[config.mk]
export PLATFORM = sky130hd
export DESIGN_NAME = tdm_scan_ctrl
export DESIGN_NICKNAME = d
export VERILOG_FILES = /design/src/rtl/tdm_scan_ctrl.sv
export SDC_FILE = /design/constraint.sdc
export NUM_CORES = 1
export LEC_CHECK = 0
export CORE_ASPECT_RATIO = 1.25
export CORE_MARGIN = 1
export CORE_UTILIZATION = 46
export CTS_CLUSTER_DIAMETER = 150
export DETAILED_ROUTE_END_ITERATION = 6
export PLACE_DENSITY = 0.72
export SLEW_MARGIN = 5
export SYNTH_ARGS = -nofsm -noshare
export SYNTH_HDL_FRONTEND = slang
export SYNTH_SLANG_ARGS = --single-unit
[constraint.sdc]
create_clock -name clk -period 1.93 [get_ports clk]
set_input_delay 0.2895 -clock clk [delete_from_list [all_inputs] [get_ports clk]]
set_output_delay 0.2895 -clock clk [all_outputs]
set_load 0.05 [all_outputs]
[src/rtl/tdm_scan_ctrl.sv]
// Two-channel TDM scanner: steps a 2:1 mux between B and A, samples y_in after a settle delay
// and latches each channel. Optional 2-of-3 vote per channel under `TDM_SCAN_MAJORITY_EN.
module tdm_scan_ctrl #(
  parameter int DWELL  = 4,
  parameter int SETTLE = 1
) (
  input  logic       clk,
  input  logic       rst,
  input  logic       enable,
  output logic       select,
  input  logic       y_in,
  output logic       a_out,
  output logic       b_out,
  output logic       a_valid,
  output logic       b_valid,
  output logic       frame_done,
  output logic [1:0] dbg_state
);

  typedef enum logic [1:0] {IDLE = 2'd0, SCAN_B = 2'd1, SCAN_A = 2'd2} state_t;

  localparam logic [7:0] LAST = 8'(DWELL - 1);
  localparam logic [7:0] SAMP = 8'(SETTLE);

  if (DWELL < 2 || DWELL > 255 || SETTLE < 0 || SETTLE > DWELL - 1) begin : g_bad_params
    $error("tdm_scan_ctrl: DWELL must be 2..255 and SETTLE 0..DWELL-1");
  end

  state_t     state, state_nxt;
  logic [7:0] cnt, cnt_nxt;
  logic       term;
  logic       scanning;
  logic       latch_en;
  logic       latch_val;

  // Pulse semantics: a_valid/b_valid/frame_done are high for exactly one cycle and are
  // never back-pressured; a_valid and b_valid are exclusive because they depend on state.
  always_comb begin
    state_nxt = state;
    cnt_nxt   = cnt;
    term      = (cnt == LAST);
    case (state)
      IDLE: begin
        if (enable) begin
          state_nxt = SCAN_B;
          cnt_nxt   = 8'd0;
        end
      end
      SCAN_B: begin
        if (term) begin
          state_nxt = SCAN_A;
          cnt_nxt   = 8'd0;
        end else begin
          cnt_nxt = cnt + 8'd1;
        end
      end
      SCAN_A: begin
        if (term) begin
          state_nxt = enable ? SCAN_B : IDLE;
          cnt_nxt   = 8'd0;
        end else begin
          cnt_nxt = cnt + 8'd1;
        end
      end
      default: begin
        state_nxt = IDLE;
        cnt_nxt   = 8'd0;
      end
    endcase
  end

  assign scanning  = (state == SCAN_B) || (state == SCAN_A);
  assign select    = (state == SCAN_A);
  assign dbg_state = state;

`ifdef TDM_SCAN_MAJORITY_EN
  if (SETTLE + 2 > DWELL - 1) begin : g_bad_vote_window
    $error("tdm_scan_ctrl: majority vote needs SETTLE+2 <= DWELL-1");
  end

  logic samp0, samp1;

  // The first two votes are held; the third is taken live from y_in on the latch edge.
  always_ff @(posedge clk) begin
    if (rst) begin
      samp0 <= 1'b0;
      samp1 <= 1'b0;
    end else if (scanning) begin
      if (cnt == SAMP)         samp0 <= y_in;
      if (cnt == SAMP + 8'd1)  samp1 <= y_in;
    end
  end

  assign latch_en  = scanning && (cnt == SAMP + 8'd2);
  assign latch_val = (samp0 & samp1) | (samp0 & y_in) | (samp1 & y_in);
`else
  assign latch_en  = scanning && (cnt == SAMP);
  assign latch_val = y_in;
`endif

  always_ff @(posedge clk) begin
    if (rst) begin
      state      <= IDLE;
      cnt        <= 8'd0;
      a_out      <= 1'b0;
      b_out      <= 1'b0;
      a_valid    <= 1'b0;
      b_valid    <= 1'b0;
      frame_done <= 1'b0;
    end else begin
      state      <= state_nxt;
      cnt        <= cnt_nxt;
      a_valid    <= 1'b0;
      b_valid    <= 1'b0;
      frame_done <= (state == SCAN_A) && term;
      if (latch_en) begin
        if (state == SCAN_A) begin
          a_out   <= latch_val;
          a_valid <= 1'b1;
        end else begin
          b_out   <= latch_val;
          b_valid <= 1'b1;
        end
      end
    end
  end

endmodule

==> impl_metrics.ini <==
[route]
drt-initial-drc-count = 25
antenna_left = 0
wl_per_cell_um = 12.4
wirelength_um = 1580
firstDrtPassIters = 4
vias = 694
viasPerCell = 5.46
drc_errors = 0

[clocking]
insertion_delay_ns = 0.28
cts_hold_buffers = 0
cts.path.max_buffers = 2
htree_levels = 1
cts_root_buf = clkbuf_4
cts.sinks = 15
ctsResizeCount = 0
post-cts-setup-buffer-count = 0
cts_buffers = 3
cts_tree = yes
path_clk_slew_ns = 0.09

[grt]
grt_usage_pct = 19.2
antenna_found_initial = 0
grt_pass1_vias = 638
grt_overflow_total = 0
grt_max_degree = 10
grt_pass1_wl_um = 2730

[finish]
antenna_cells = 0
instances_no_fill = 127
layout-drive-gt1-share_pct = 14.7
nets = 121
area_growth_pct = 21.7

[sta]
finalSetupViolCount = 0
slew_headroom_pct = 66.0
rsz0062_at_grt = false
setup_slack_ns = 0.109
fmax_mhz = 549
period_needed_ns = 1.82
min_period_over_period_pct = 94.4
fin_worst_skew_ns = 0.00375
hold_slack_ns = 0.489
tightest_slew_ns = 0.508
maxSlewViolCount = 0
finalHoldViolCount = 0

[critical_path]
worstPathCellList = inv_2 > ha_1 > inv_1 > a211o_1 > or4_1 > a31oi_1
crit_slowest_cell = or4_1
ff2ff_path_depth = 6
cp-end-kind = flip-flop
cp.depth = 6
required_ns = 2.14
crit_family = simple AND/OR/NAND/NOR gates
critPathMaxStageDelay_ns = 0.51
crit_fanout = 5
critPathKind = flip-flop to flip-flop
cp_num_buf_inv = 2
r2r_slack_ns = 0.11
worstPathArrival_ns = 2.03
startpoint_type = flip-flop

[yosys]
post-synth-top-count-cell = dfxtp_1
synth.largest_area_cell = dfxtp_1
ys_seq_area_share_pct = 36.9
syn-instance-count = 93
netlist_top_cells_area = dfxtp_1 37%, ha_1 11%, nor2_1 4.6%
ys_warn_count = 0
async_flop_share_pct = 0
mappedNetlistArea_sq_um = 813
netlist.area_leader.share_pct = 36.9
synth_nets = 104
synth_edf_count = 0
ys_top_cells_by_count = 15 x dfxtp_1, 10 x nor2_1, 7 x ha_1, 7 x nand2_1, 6 x nand3_1
ys_ff_latch = 15
ys_types = 34
syn_area_per_cell_sq_um = 8.74
ys.flop_type = dfxtp_1

[place]
dp.cells = 123
pre_cts_ws_ns = 0.0493
place.gp.congestion = 0.809
hpwl_um = 1210
port_buffers = 11

[floorplan]
core_sq_um = 1600
die_area_sq_um = 1940
num_rows = 16
die_w_um = 39.6
die_h_um = 49.0
io_pins = 12
initial_core_util_pct = 50.8

[hold_path]
min_path_type = flip-flop to flip-flop
whs_path_depth = 2

[flow_run]
maxCapViolations = 0

[pwr]
leakagePower_nw = 0.371
pwr_density_cell_nw_per_um2 = 1060
vdd_drop_max_mv = 0.697

[outcome]
outcome = finished, final reports clean
==> power by group <==
group / leakage, nW / internal [mW] / switching, mW / total, mW
logic: 0.234 / 0.198 / 0.291 / 0.488
clock network: 0.0150 / 0.0801 / 0.0950 / 0.175
registers: 0.123 / 0.348 / 0.0362 / 0.384
==> state kept, by name, summed over array words and instances, names as in the netlist <==
signal,flops
frame_done,1
dbg_state,2
a_out,1
b_out,1
b_valid,1
cnt,8
a_valid,1
==> through the flow <==
stage / power [mW] / TNS (ns) / util [%] / area [sq um]
floorplan: 0.766 / -0.0281 / - / 826
global placement: 0.874 / 0 / 60.2 / 963
detailed placement: 0.876 / 0 / 60.2 / 963
CTS: 1.06 / 0 / 61.8 / 990
global route: 1.13 / 0 / 61.8 / 990
finish: 1.05 / 0 / 61.8 / 990
==> cell families after synthesis <==
group	after synthesis	share of synthesized area, %
flops	15	36.9
mux	4	5.23
buf+inv	7	4.31
simple gates	45	30.8
compound gates	15	12.0
fa+ha+maj	7	10.8
==> final cells by class <==
cell class              instances  area (sq um)
inverters                       4          15.0
clock buffers                   4          26.3
flip-flops and latches         15           308
fillers                       153           612
repair buffers                 15           138
multi-input cells              71           480
well taps                      18          22.5
==> path summary, 6_finish.rpt <==
path                              startpoint  endpoint
worst max-delay path            dbg_state[1]    cnt[7]
worst min-delay path                   b_out     b_out
worst max register to register  dbg_state[1]    cnt[7]
worst min register to register         b_out     b_out
==> metal layers <==
layer  up-vias  share of wire, %  global-route usage [%]
met5         -                 0                       0
met4         0              0.44                    6.90
met3         2               2.3                    2.74
met2        12                48                    29.0
met1       309                50                    26.9
li1        371                 -                       -
==> cell usage in the layout (no fill, tap or decap), drive strengths merged, types with 2 or more instances in the layout <==
cell type | Yosys | final
a21oi | 4 | 4
a31oi | 4 | 4
a32oi | 2 | 2
buf | 2 | 5
clkbuf | 1 | 4
clkdlybuf4s50 | 0 | 10
dfxtp | 15 | 15
ha | 7 | 7
inv | 4 | 4
mux2 | 2 | 2
mux2i | 2 | 2
nand2 | 7 | 7
nand2b | 4 | 4
nand3 | 6 | 6
nand4 | 2 | 2
nor2 | 10 | 10
nor2b | 2 | 2
nor3 | 2 | 2
o21ai | 2 | 2
or2 | 2 | 2
or3 | 3 | 3
==> worst reg2reg max path, stage by stage (launching register included) <==
cell and delay (ns):
dfxtp_4 0.38, inv_2 0.05, ha_1 0.29, inv_1 0.07
a211o_1 0.32, or4_1 0.51, a31oi_1 0.14
Note: power is estimated with default switching activity, not from simulation.
